**src/rtl/adpll_pkg.sv**
```systemverilog
// Shared ADPLL definitions: loop-controller state encoding and default
// widths that must agree between the DCO and its frequency controller.
package adpll_pkg;

    localparam int CTRL_WIDTH_DEF = 5;
    localparam int CNT_WIDTH_DEF  = 16;

    typedef enum logic [1:0] {
        ST_IDLE   = 2'd0,
        ST_SETTLE = 2'd1,
        ST_RUN    = 2'd2
    } state_t;

endpackage

```
**src/rtl/dco_freq_ctrl_if.sv**
```systemverilog
// Signal bundle between the frequency controller (slave side) and the
// system/DCO that drives its inputs and consumes its outputs (master side).
interface dco_freq_ctrl_if
    import adpll_pkg::*;
#(
    parameter int CTRL_WIDTH = CTRL_WIDTH_DEF,
    parameter int CNT_WIDTH  = CNT_WIDTH_DEF
);
    logic                  enable_i;
    logic                  dco_div_i;
    logic [CNT_WIDTH-1:0]  target_count_i;
    logic [CTRL_WIDTH-1:0] freq_sel_o;
    logic                  dco_enable_o;
    logic                  locked_o;
    logic [CNT_WIDTH-1:0]  meas_count_o;
    logic                  meas_valid_o;
    logic                  sat_o;
    state_t                state_o;

    // meas_valid_o is a one-cycle pulse qualifying meas_count_o, sat_o and the
    // new freq_sel_o; there is no ready, so the consumer must take it that cycle.
    modport slave (
        input  enable_i, dco_div_i, target_count_i,
        output freq_sel_o, dco_enable_o, locked_o, meas_count_o, meas_valid_o,
        output sat_o, state_o
    );

    modport master (
        output enable_i, dco_div_i, target_count_i,
        input  freq_sel_o, dco_enable_o, locked_o, meas_count_o, meas_valid_o,
        input  sat_o, state_o
    );
endinterface

```
**src/rtl/dco_freq_ctrl_sync_edge_det.sv**
```systemverilog
// Two-flop synchronizer for an asynchronous input plus a history flop that
// yields one clk_i pulse per rising edge of that input.
module sync_edge_det (
    input  logic clk_i,
    input  logic reset_i,
    input  logic async_i,
    output logic edge_o
);
    logic s1_q, s2_q, s3_q;

    always_ff @(posedge clk_i) begin
        if (reset_i) begin
            s1_q <= 1'b0;
            s2_q <= 1'b0;
            s3_q <= 1'b0;
        end else begin
            s1_q <= async_i;
            s2_q <= s1_q;
            s3_q <= s2_q;
        end
    end

    assign edge_o = s2_q & ~s3_q;
endmodule

```
**src/rtl/dco_freq_ctrl.sv**
```systemverilog
// Frequency-lock loop controller: counts DCO edges per fixed clk_i window and
// steps the DCO code by one per window until the count sits within tolerance.
module dco_freq_ctrl
    import adpll_pkg::*;
#(
    parameter int CTRL_WIDTH    = CTRL_WIDTH_DEF,
    parameter int CNT_WIDTH     = CNT_WIDTH_DEF,
    parameter int WINDOW_CYCLES = 1024,
    parameter int LOCK_TOL      = 2,
    parameter int LOCK_CONSEC   = 4,
    parameter int INIT_CODE     = 16
) (
    input logic            clk_i,
    input logic            reset_i,
    dco_freq_ctrl_if.slave bus
);
    localparam int WIN_W  = $clog2(WINDOW_CYCLES);
    localparam int LOCK_W = $clog2(LOCK_CONSEC + 1);
    localparam int ERR_W  = CNT_WIDTH + 1;
    localparam logic [WIN_W-1:0]      WIN_LAST  = WIN_W'(WINDOW_CYCLES - 1);
    localparam logic [LOCK_W-1:0]     LOCK_FULL = LOCK_W'(LOCK_CONSEC);
    localparam logic [CNT_WIDTH-1:0]  CNT_MAX   = '1;
    localparam logic [CTRL_WIDTH-1:0] CODE_MAX  = '1;
    localparam logic signed [ERR_W-1:0] TOL_POS = $signed(ERR_W'(LOCK_TOL));
    localparam logic signed [ERR_W-1:0] TOL_NEG = -TOL_POS;

    state_t                state_q, state_d;
    logic [WIN_W-1:0]      win_q, win_d;
    logic [CNT_WIDTH-1:0]  edge_cnt_q, edge_cnt_d;
    logic [CNT_WIDTH-1:0]  cap_q, cap_d;
    logic [CNT_WIDTH-1:0]  tgt_q, tgt_d;
    logic                  pend_q, pend_d;
    logic [CTRL_WIDTH-1:0] code_q, code_d;
    logic [CNT_WIDTH-1:0]  meas_q, meas_d;
    logic                  valid_q, valid_d;
    logic                  sat_q, sat_d;
    logic [LOCK_W-1:0]     lock_cnt_q, lock_cnt_d;
    logic                  locked_q, locked_d;

    logic                  dco_edge;
    logic                  terminal;
    logic                  in_tol;
    logic [CNT_WIDTH-1:0]  edge_inc;
    logic signed [ERR_W-1:0] err_s;

    sync_edge_det u_sync (
        .clk_i   (clk_i),
        .reset_i (reset_i),
        .async_i (bus.dco_div_i),
        .edge_o  (dco_edge)
    );

    assign terminal = (win_q == WIN_LAST);
    assign edge_inc = (dco_edge && edge_cnt_q != CNT_MAX) ? edge_cnt_q + 1'b1 : edge_cnt_q;
    assign err_s    = $signed({1'b0, tgt_q}) - $signed({1'b0, cap_q});

    always_comb begin
        state_d    = state_q;
        win_d      = win_q;
        edge_cnt_d = edge_cnt_q;
        cap_d      = cap_q;
        tgt_d      = tgt_q;
        pend_d     = pend_q;
        code_d     = code_q;
        meas_d     = meas_q;
        valid_d    = 1'b0;
        sat_d      = sat_q;
        lock_cnt_d = lock_cnt_q;
        locked_d   = locked_q;
        in_tol     = 1'b0;

        if (state_q == ST_IDLE || !bus.enable_i) begin
            // Leaving or sitting idle: drop any in-flight capture and lock history.
            state_d    = bus.enable_i ? ST_SETTLE : ST_IDLE;
            win_d      = '0;
            edge_cnt_d = '0;
            pend_d     = 1'b0;
            lock_cnt_d = '0;
            locked_d   = 1'b0;
        end else begin
            win_d      = terminal ? '0 : win_q + 1'b1;
            edge_cnt_d = terminal ? '0 : edge_inc;

            if (pend_q) begin
                pend_d  = 1'b0;
                valid_d = 1'b1;
                meas_d  = cap_q;
                if (err_s > TOL_POS) begin
                    sat_d = (code_q == CODE_MAX);
                    if (code_q != CODE_MAX) code_d = code_q + 1'b1;
                end else if (err_s < TOL_NEG) begin
                    sat_d = (code_q == '0);
                    if (code_q != '0) code_d = code_q - 1'b1;
                end else begin
                    sat_d  = 1'b0;
                    in_tol = 1'b1;
                end
                if (in_tol) begin
                    lock_cnt_d = (lock_cnt_q == LOCK_FULL) ? lock_cnt_q : lock_cnt_q + 1'b1;
                end else begin
                    lock_cnt_d = '0;
                end
                locked_d = (lock_cnt_d == LOCK_FULL);
            end

            if (terminal) begin
                if (state_q == ST_SETTLE) begin
                    state_d = ST_RUN;
                end else begin
                    cap_d  = edge_inc;
                    tgt_d  = bus.target_count_i;
                    pend_d = 1'b1;
                end
            end
        end
    end

    always_ff @(posedge clk_i) begin
        if (reset_i) begin
            state_q    <= ST_IDLE;
            win_q      <= '0;
            edge_cnt_q <= '0;
            cap_q      <= '0;
            tgt_q      <= '0;
            pend_q     <= 1'b0;
            code_q     <= CTRL_WIDTH'(INIT_CODE);
            meas_q     <= '0;
            valid_q    <= 1'b0;
            sat_q      <= 1'b0;
            lock_cnt_q <= '0;
            locked_q   <= 1'b0;
        end else begin
            state_q    <= state_d;
            win_q      <= win_d;
            edge_cnt_q <= edge_cnt_d;
            cap_q      <= cap_d;
            tgt_q      <= tgt_d;
            pend_q     <= pend_d;
            code_q     <= code_d;
            meas_q     <= meas_d;
            valid_q    <= valid_d;
            sat_q      <= sat_d;
            lock_cnt_q <= lock_cnt_d;
            locked_q   <= locked_d;
        end
    end

    assign bus.freq_sel_o   = code_q;
    assign bus.dco_enable_o = (state_q != ST_IDLE);
    assign bus.locked_o     = locked_q;
    assign bus.meas_count_o = meas_q;
    assign bus.meas_valid_o = valid_q;
    assign bus.sat_o        = sat_q;
    assign bus.state_o      = state_q;
endmodule

```
**src/flat_wrapper.sv**
```systemverilog
// flat-port wrapper written by rule: the top's interface ports become plain ports
module dco_freq_ctrl_flat import adpll_pkg::*;
#(
    parameter int CTRL_WIDTH    = CTRL_WIDTH_DEF,
    parameter int CNT_WIDTH     = CNT_WIDTH_DEF,
    parameter int WINDOW_CYCLES = 1024,
    parameter int LOCK_TOL      = 2,
    parameter int LOCK_CONSEC   = 4,
    parameter int INIT_CODE     = 16
)
  (clk_i, reset_i, bus_enable_i, bus_dco_div_i, bus_target_count_i, bus_freq_sel_o, bus_dco_enable_o, bus_locked_o, bus_meas_count_o, bus_meas_valid_o, bus_sat_o, bus_state_o);
  dco_freq_ctrl_if #(.CTRL_WIDTH(CTRL_WIDTH), .CNT_WIDTH(CNT_WIDTH)) bus_i ();
  input logic clk_i;
  input logic reset_i;
  input wire logic [$bits(bus_i.enable_i)-1:0] bus_enable_i;
  input wire logic [$bits(bus_i.dco_div_i)-1:0] bus_dco_div_i;
  input wire logic [$bits(bus_i.target_count_i)-1:0] bus_target_count_i;
  output wire logic [$bits(bus_i.freq_sel_o)-1:0] bus_freq_sel_o;
  output wire logic [$bits(bus_i.dco_enable_o)-1:0] bus_dco_enable_o;
  output wire logic [$bits(bus_i.locked_o)-1:0] bus_locked_o;
  output wire logic [$bits(bus_i.meas_count_o)-1:0] bus_meas_count_o;
  output wire logic [$bits(bus_i.meas_valid_o)-1:0] bus_meas_valid_o;
  output wire logic [$bits(bus_i.sat_o)-1:0] bus_sat_o;
  output wire logic [$bits(bus_i.state_o)-1:0] bus_state_o;
  assign bus_i.enable_i = bus_enable_i;
  assign bus_i.dco_div_i = bus_dco_div_i;
  assign bus_i.target_count_i = bus_target_count_i;
  assign bus_freq_sel_o = bus_i.freq_sel_o;
  assign bus_dco_enable_o = bus_i.dco_enable_o;
  assign bus_locked_o = bus_i.locked_o;
  assign bus_meas_count_o = bus_i.meas_count_o;
  assign bus_meas_valid_o = bus_i.meas_valid_o;
  assign bus_sat_o = bus_i.sat_o;
  assign bus_state_o = bus_i.state_o;
  dco_freq_ctrl #(.CTRL_WIDTH(CTRL_WIDTH), .CNT_WIDTH(CNT_WIDTH), .WINDOW_CYCLES(WINDOW_CYCLES), .LOCK_TOL(LOCK_TOL), .LOCK_CONSEC(LOCK_CONSEC), .INIT_CODE(INIT_CODE)) u_core (.clk_i(clk_i), .reset_i(reset_i), .bus(bus_i));
endmodule
```
**config.mk**
```make
export PLATFORM = sky130hd
export DESIGN_NAME = dco_freq_ctrl_flat
export DESIGN_NICKNAME = d
export VERILOG_FILES = /design/src/rtl/adpll_pkg.sv /design/src/rtl/dco_freq_ctrl_if.sv /design/src/rtl/dco_freq_ctrl_sync_edge_det.sv /design/src/rtl/dco_freq_ctrl.sv /design/src/flat_wrapper.sv
export SDC_FILE = /design/constraint.sdc
export NUM_CORES = 1
export LEC_CHECK = 0
export CORE_AREA = 5 5 114 116
export DETAILED_ROUTE_END_ITERATION = 7
export DIE_AREA = 0 0 119 121
export MAX_ROUTING_LAYER = met4
export PLACE_DENSITY = 0.58
export SLEW_MARGIN = 20
export SYNTH_ARGS = -nofsm -noshare
export SYNTH_HDL_FRONTEND = slang
export SYNTH_SLANG_ARGS = --single-unit
```
**constraint.sdc**
```tcl
create_clock -name clk_i -period 3.8 [get_ports clk_i]
set_clock_uncertainty 0.05 [all_clocks]
set_input_delay 0.76 -clock clk_i [delete_from_list [all_inputs] [get_ports clk_i]]
set_output_delay 0.76 -clock clk_i [all_outputs]
set_load 0.05 [all_outputs]
```
==> results.tsv, run 1 <==
metric	value	unit
status	finished, violations left	
failing checks	setup timing	
RSZ-0062 raised after global routing	yes	
Startpoint Class	flop	
endpoint class of the critical path	flop	
global-route wire length before repair	20300	µm
DR WL/cell	15.0	µm
die width	119	µm
Via-to-Cell Ratio	5.23	
die height	121	µm
maxcap violations	0	
Async SR Flop Fraction	0	
Seq/Total Area, Yosys	0.392	
vias	4296	
Iter 0 DRT Violations	243	
Initial DRT Pass Iterations	5	
Critical Path RT	3.98	ns
predominant post-synthesis flop cell	dfxtp_1	
post-synthesis cell area	4650	µm²
CP Depth	15	
Final Cell Area	6070	µm²
final cell count without fillers	821	
PnR worst setup slack	-0.00425	ns
Leakage	2.24	nW
initial antenna violation count	0	
Layout Nets	712	
commonest non-fill, non-tap cell in the layout	dfxtp_1	
Tcrit/Tclk final	1.00	
yosys warns	0	
Crit Path Max Fanout	5	
Initial Util	0.393	
Worst Hold Class	flop to flop	
row count	40	
HP Start	u_core.u_sync.s1_q	
# H-tree levels	3	
Syn Inst Count	577	
Arr. time, crit path	3.99	ns
Clock Tree Buf Depth	2	
final setup violating endpoints	1	
Total Wirelength	12300	µm
Design Power	1.86	mW
Critical Path Most Common Cell	or3_1	
min Tclk post-route	3.80	ns
number of synthesized flops with an enable pin	0	
fmax	263	MHz
Worst Reg-to-Reg Cells	15	
CORE AREA	11800	µm²
CTS buffer count	9	
family with the most delay on the worst path	compound AO/OA/AOI/OAI gates	
#FFs+latches synth	91	
Crit-path slowest cell	a2111o_1	
Post-DP HPWL	8850	µm
ANT cells	0	
Final Max Tran Viols	0	
Layout area overhead	30.6	%
WHS Endpoint	u_core.u_sync.s2_q	
crit-path max cell delay	0.50	ns
Buf+Inv Stages, Crit Path	1	
max_slew headroom	0.406	
share of cells above drive strength 1	0.171	
Synth Net Count	620	
Avg Cell Area, Syn	8.05	µm²
clock sinks	91	
Placed Area	5600	µm²
Antenna Nets Post-Route	0	
Critical R2R Launch	u_core.cap_q[7]	
Hold Path Stages	1	
Worst-Margin Slew	0.889	ns
gp weighted congestion	0.930	
fill count	1149	
R2R Setup Slk	-0.004	ns
Reg area	1820	µm²
gr usage total	0.180	
worst-skew pair later-pin latency	0.35	ns
die area	14400	µm²
vias in the first global route	4175	
most frequent cells in the layout	dfxtp_1, nand2_1, nor2_1, buf_4, a21oi_1	
Root Buffer	clkbuf_16	
worst-path cell chain	inv_1 > ha_4 > a2111o_1 > o2111a_1 > or3_1 > a22oi_1 > and4_4 > a21boi_4 > xnor2_1 > ha_2 > or3_1 > a21oi_1 > mux2i_1 > o31a_1 > or3_1	
clk slew on worst S/H paths	0.07	ns
Remaining DRCs	0	
cell total after placement	796	
Fin. Hold Viols	0	
Power Dens Cells	306	nW/µm²
total gr overflow	0	
Synth cell types	59	
Port Buf Inserts	46	
Crit Path Class	flop to flop	
multi-input logic area	2760	µm²
Final Util	0.514	
Top Ports	47	
WHS	0.387	ns
CTS tree	yes	
largest net degree at the start of global routing	61	
VDD IR max	0.256	mV
worst r2r dst	u_core.bus.freq_sel_o[4]	
power breakdown:
part	leakage (nW)	switching (mW)	internal (mW)
registers	0.734	0.00102	0.955
logic	1.37	0.0233	0.0225
clock network	0.131	0.404	0.451
through the flow:
stage               setup slack [ns]  setup TNS, ns
finish                      -0.00425       -0.00425
detailed placement            -0.181         -0.181
global route                  -0.156         -0.182
floorplan                   0.000427              0
CTS                          0.00156              0
global placement             -0.0565        -0.0565
metal layers:
layer  part of all wire  vias up  track usage
met5                  0        -            -
met4              0.025        0       0.0782
met3              0.023       20       0.0284
met2               0.49       61        0.302
met1               0.46     2004        0.214
li1                   -     2211            -
synthesized netlist by cell type, types with 4 or more instances:
cell type | instances | area, µm²
nand3_1 | 23 | 115
ha_1 | 22 | 275
or3_1 | 7 | 43.8
nand2b_1 | 4 | 25.0
a211oi_1 | 19 | 143
nand4_1 | 7 | 43.8
xnor2_1 | 14 | 123
clkbuf_1 | 25 | 93.8
nor3_1 | 9 | 45.0
xor2_1 | 13 | 114
a21o_1 | 5 | 37.5
inv_1 | 30 | 113
and3_1 | 8 | 50.1
nor2b_1 | 8 | 50.1
o21ai_0 | 17 | 85.1
dfxtp_1 | 91 | 1820
nand2_1 | 84 | 315
a21oi_1 | 52 | 260
or2_2 | 5 | 31.3
mux2i_1 | 5 | 50.1
nor2_1 | 65 | 244
sequential cells by signal, summed over array words and instances, names as in the netlist:
signal                   flops
u_core.u_sync.s3_q           1
u_core.bus.locked_o          1
u_core.edge_cnt_q           16
u_core.lock_cnt_q            3
u_core.u_sync.s1_q           1
u_core.pend_q                1
u_core.bus.freq_sel_o        5
u_core.tgt_q                16
u_core.win_q                10
u_core.bus.meas_valid_o      1
u_core.cap_q                16
u_core.bus.sat_o             1
u_core.bus.meas_count_o     16
u_core.u_sync.s2_q           1
u_core.bus.state_o           2
cell families (layout without fill, tap and decap cells):
group / Yosys count / in the layout / synth area share
flip-flops: 91 / 91 / 0.392
AO/OA/AOI/OAI: 131 / 131 / 0.190
multiplexers: 5 / 5 / 0.0108
AND/OR/NAND/NOR: 244 / 244 / 0.247
buffers and inverters: 56 / 153 / 0.0458
XOR/XNOR: 27 / 27 / 0.0509
adder cells (fa/ha/maj): 23 / 23 / 0.0636
timing repair:
item	in CTS	in global routing
pin swaps	16	8
resized for setup	16	11
endpoints found under the setup margin	1	9
setup buffers	8	1
hold buffers	0	0
cell type report:
type	instances	share of cell area
Multi-Input combinational cell	430	0.454
Sequential cell	91	0.301
Timing Repair Buffer	106	0.150
Clock buffer	10	0.0377
Tap cell	147	0.0303
Inverter	31	0.0196
Clock inverter	6	0.00804
worst register-to-register path, delay by kind of cell, from the launching register on:
family / cells / cell delay, ns
AOI/OAI and AO/OA: 6 / 1.41
xor gates and xnor gates: 1 / 0.14
adders and majority gates: 2 / 0.42
buffers and inverters: 1 / 0.06
DFF: 1 / 0.33
muxes: 1 / 0.10
and+or+nand+nor: 4 / 1.18
worst max path at each step:
stage / start / end / slack [ns]
4_1_cts: u_core.cap_q[7] / u_core.bus.freq_sel_o[4] / 0.002
5_1_grt: u_core.tgt_q[0] / u_core.bus.freq_sel_o[4] / -0.16
3_5_place_dp: u_core.tgt_q[0] / u_core.bus.freq_sel_o[4] / -0.18
2_1_floorplan: u_core.cap_q[7] / u_core.bus.freq_sel_o[4] / 0.0004
6_report: u_core.cap_q[7] / u_core.bus.freq_sel_o[4] / -0.004
3_3_place_gp: u_core.tgt_q[0] / u_core.bus.freq_sel_o[4] / -0.06
Note: power is estimated with default switching activity, not from simulation.
==> run 2, diff against run 1 <==
- CORE_AREA: 5 5 114 116 -> 2 2 111 113
- CTS_CLUSTER_SIZE: default -> 8
- DIE_AREA: 0 0 119 121 -> 0 0 113 115
- SETUP_SLACK_MARGIN: default -> 0.3
==> run 2 against run 1 <==
Effect of this change:
- the flow finishes with violations (DRC, setup timing)
- first-iteration DRC count fell by 24%
- power grew 4.4%
- clock power grew 9.5%
- maximum frequency down 1.9%
- largest cell class unchanged
- largest power group unchanged
==> results.tsv, run 2 (synthesized netlist as in run 1, its figures left out) <==
metric	value	unit
status	finished, violations left	
failing checks	DRC, setup timing	
min Tclk post-route	3.88	ns
ANT cells	0	
Tcrit/Tclk final	1.02	
R2R Setup Slk	-0.08	ns
Final Max Tran Viols	0	
CORE AREA	11800	µm²
initial antenna violation count	0	
gp weighted congestion	0.937	
RSZ-0062 raised after global routing	yes	
Crit Path Max Fanout	4	
Initial Util	0.393	
Final Util	0.514	
Via-to-Cell Ratio	5.28	
Placed Area	5530	µm²
final setup violating endpoints	1	
crit-path max cell delay	0.51	ns
Power Dens Cells	320	nW/µm²
fmax	258	MHz
Hold Buf Count CTS	0	
worst-skew pair later-pin latency	0.35	ns
Layout area overhead	30.6	%
Crit-path slowest cell	a2111o_1	
die width	113	µm
Worst-Margin Slew	0.872	ns
Root Buffer	clkbuf_16	
Clock Tree Buf Depth	2	
worst-path cell chain	inv_1 > ha_4 > a2111o_1 > o2111a_1 > or3_4 > a22oi_2 > and4_4 > a21boi_4 > xnor2_1 > ha_2 > or3_1 > a21oi_2 > mux2i_1 > o31a_1 > or3_1	
Leakage	2.23	nW
Hold Path Stages	2	
Crit Path Class	flop to flop	
clock sinks	91	
HP Start	u_core.u_sync.s2_q	
max_slew headroom	0.418	
fill count	1162	
CP Depth	15	
# H-tree levels	3	
gr usage total	0.194	
Startpoint Class	flop	
CTS buffer count	9	
pre-CTS setup slack	-0.158	ns
family with the most delay on the worst path	compound AO/OA/AOI/OAI gates	
Remaining DRCs	2	
share of cells above drive strength 1	0.170	
Critical Path Most Common Cell	or3_1	
Buf+Inv Stages, Crit Path	1	
die area	13000	µm²
WHS	0.388	ns
Antenna Nets Post-Route	0	
Final Cell Area	6070	µm²
Post-DP HPWL	8520	µm
Critical Path RT	3.98	ns
PnR worst setup slack	-0.0775	ns
VDD IR max	0.309	mV
row count	40	
Layout Nets	701	
Worst Hold Class	flop to flop	
endpoint class of the critical path	flop	
Top Ports	47	
Iter 0 DRT Violations	185	
Initial DRT Pass Iterations	7	
worst r2r dst	u_core.bus.freq_sel_o[4]	
Total Wirelength	11800	µm
WHS Endpoint	u_core.u_sync.s3_q	
commonest non-fill, non-tap cell in the layout	dfxtp_1	
Arr. time, crit path	4.06	ns
DR WL/cell	14.5	µm
most frequent cells in the layout	dfxtp_1, nand2_1, nor2_1, a21oi_1, buf_4	
Port Buf Inserts	46	
Fin. Hold Viols	0	
maxcap violations	0	
CTS tree	yes	
global-route wire length before repair	19500	µm
vias in the first global route	4140	
clk slew on worst S/H paths	0.07	ns
die height	115	µm
vias	4278	
Critical R2R Launch	u_core.cap_q[7]	
total gr overflow	0	
largest net degree at the start of global routing	61	
Worst Reg-to-Reg Cells	15	
==> run 2: worst max path at each step <==
| stage | startpoint | end | slack [ns] |
|---|---|---|---|
| floorplan | u_core.cap_q[9] | u_core.bus.freq_sel_o[4] | 0.08 |
| global placement | u_core.tgt_q[0] | u_core.bus.freq_sel_o[4] | -0.04 |
| detailed placement | u_core.tgt_q[0] | u_core.bus.freq_sel_o[4] | -0.16 |
| CTS | u_core.tgt_q[0] | u_core.bus.freq_sel_o[4] | 0.00008 |
| global route | u_core.tgt_q[0] | u_core.bus.freq_sel_o[4] | -0.27 |
| finish | u_core.cap_q[7] | u_core.bus.freq_sel_o[4] | -0.08 |
==> run 2: where the power goes <==
| part | switching [mW] | internal [mW] | total, mW |
|---|---|---|---|
| clock | 0.384 | 0.552 | 0.936 |
| sequential | 0.00112 | 0.956 | 0.957 |
| combinational | 0.0231 | 0.0225 | 0.0456 |
| total | 0.409 | 1.53 | 1.94 |
==> run 2: through the flow <==
step / TNS (ns) / total power, mW / cells
2_1_floorplan: 0 / 0.999 / 577
3_3_place_gp: -0.0449 / 1.02 / 783
3_5_place_dp: -0.158 / 1.02 / 783
4_1_cts: 0 / 1.97 / 807
5_1_grt: -0.266 / 2.00 / 810
6_report: -0.0775 / 1.94 / 810
==> run 2: timing repair <==
| item | CTS | global route |
|---|---|---|
| buffers inserted | 8 | 3 |
| resized for setup | 29 | 7 |
| pin swaps | 22 | 9 |
| hold endpoints to repair | 0 | 0 |
| endpoints found under the setup margin | 5 | 9 |
==> run 2: layout make-up <==
cell class              count  area (µm²)  share of cell area
clock buffers              12         256              0.0423
multi-input cells         430        2790               0.460
repair buffers             95         831               0.137
flip-flops and latches     91        1830               0.301
inverters                  31         119              0.0196
clock inverters             4        56.3             0.00928
well taps                 147         184              0.0303
==> run 2: tightest hold or removal path, delay by kind of cell (launching register included) <==
family | cells | cell delay, ns
DFF | 1 | 0.30
buffers and inverters | 1 | 0.06
and+or+nand+nor | 1 | 0.04
==> run 2: layer usage <==
metal | vias up | wire length, µm | part of all wire | global-route usage
met5 | - | 0 | 0 | -
met4 | 0 | 136 | 0.012 | 0.0520
met3 | 12 | 411 | 0.035 | 0.0601
met2 | 62 | 5870 | 0.50 | 0.329
met1 | 2028 | 5360 | 0.46 | 0.224
li1 | 2176 | - | - | -
==> run 3, diff against run 2 <==
- TNS_END_PERCENT: default -> 100
==> results of run 3 <==
No change in the layout: final DEF, timing and power equal those of run 2.
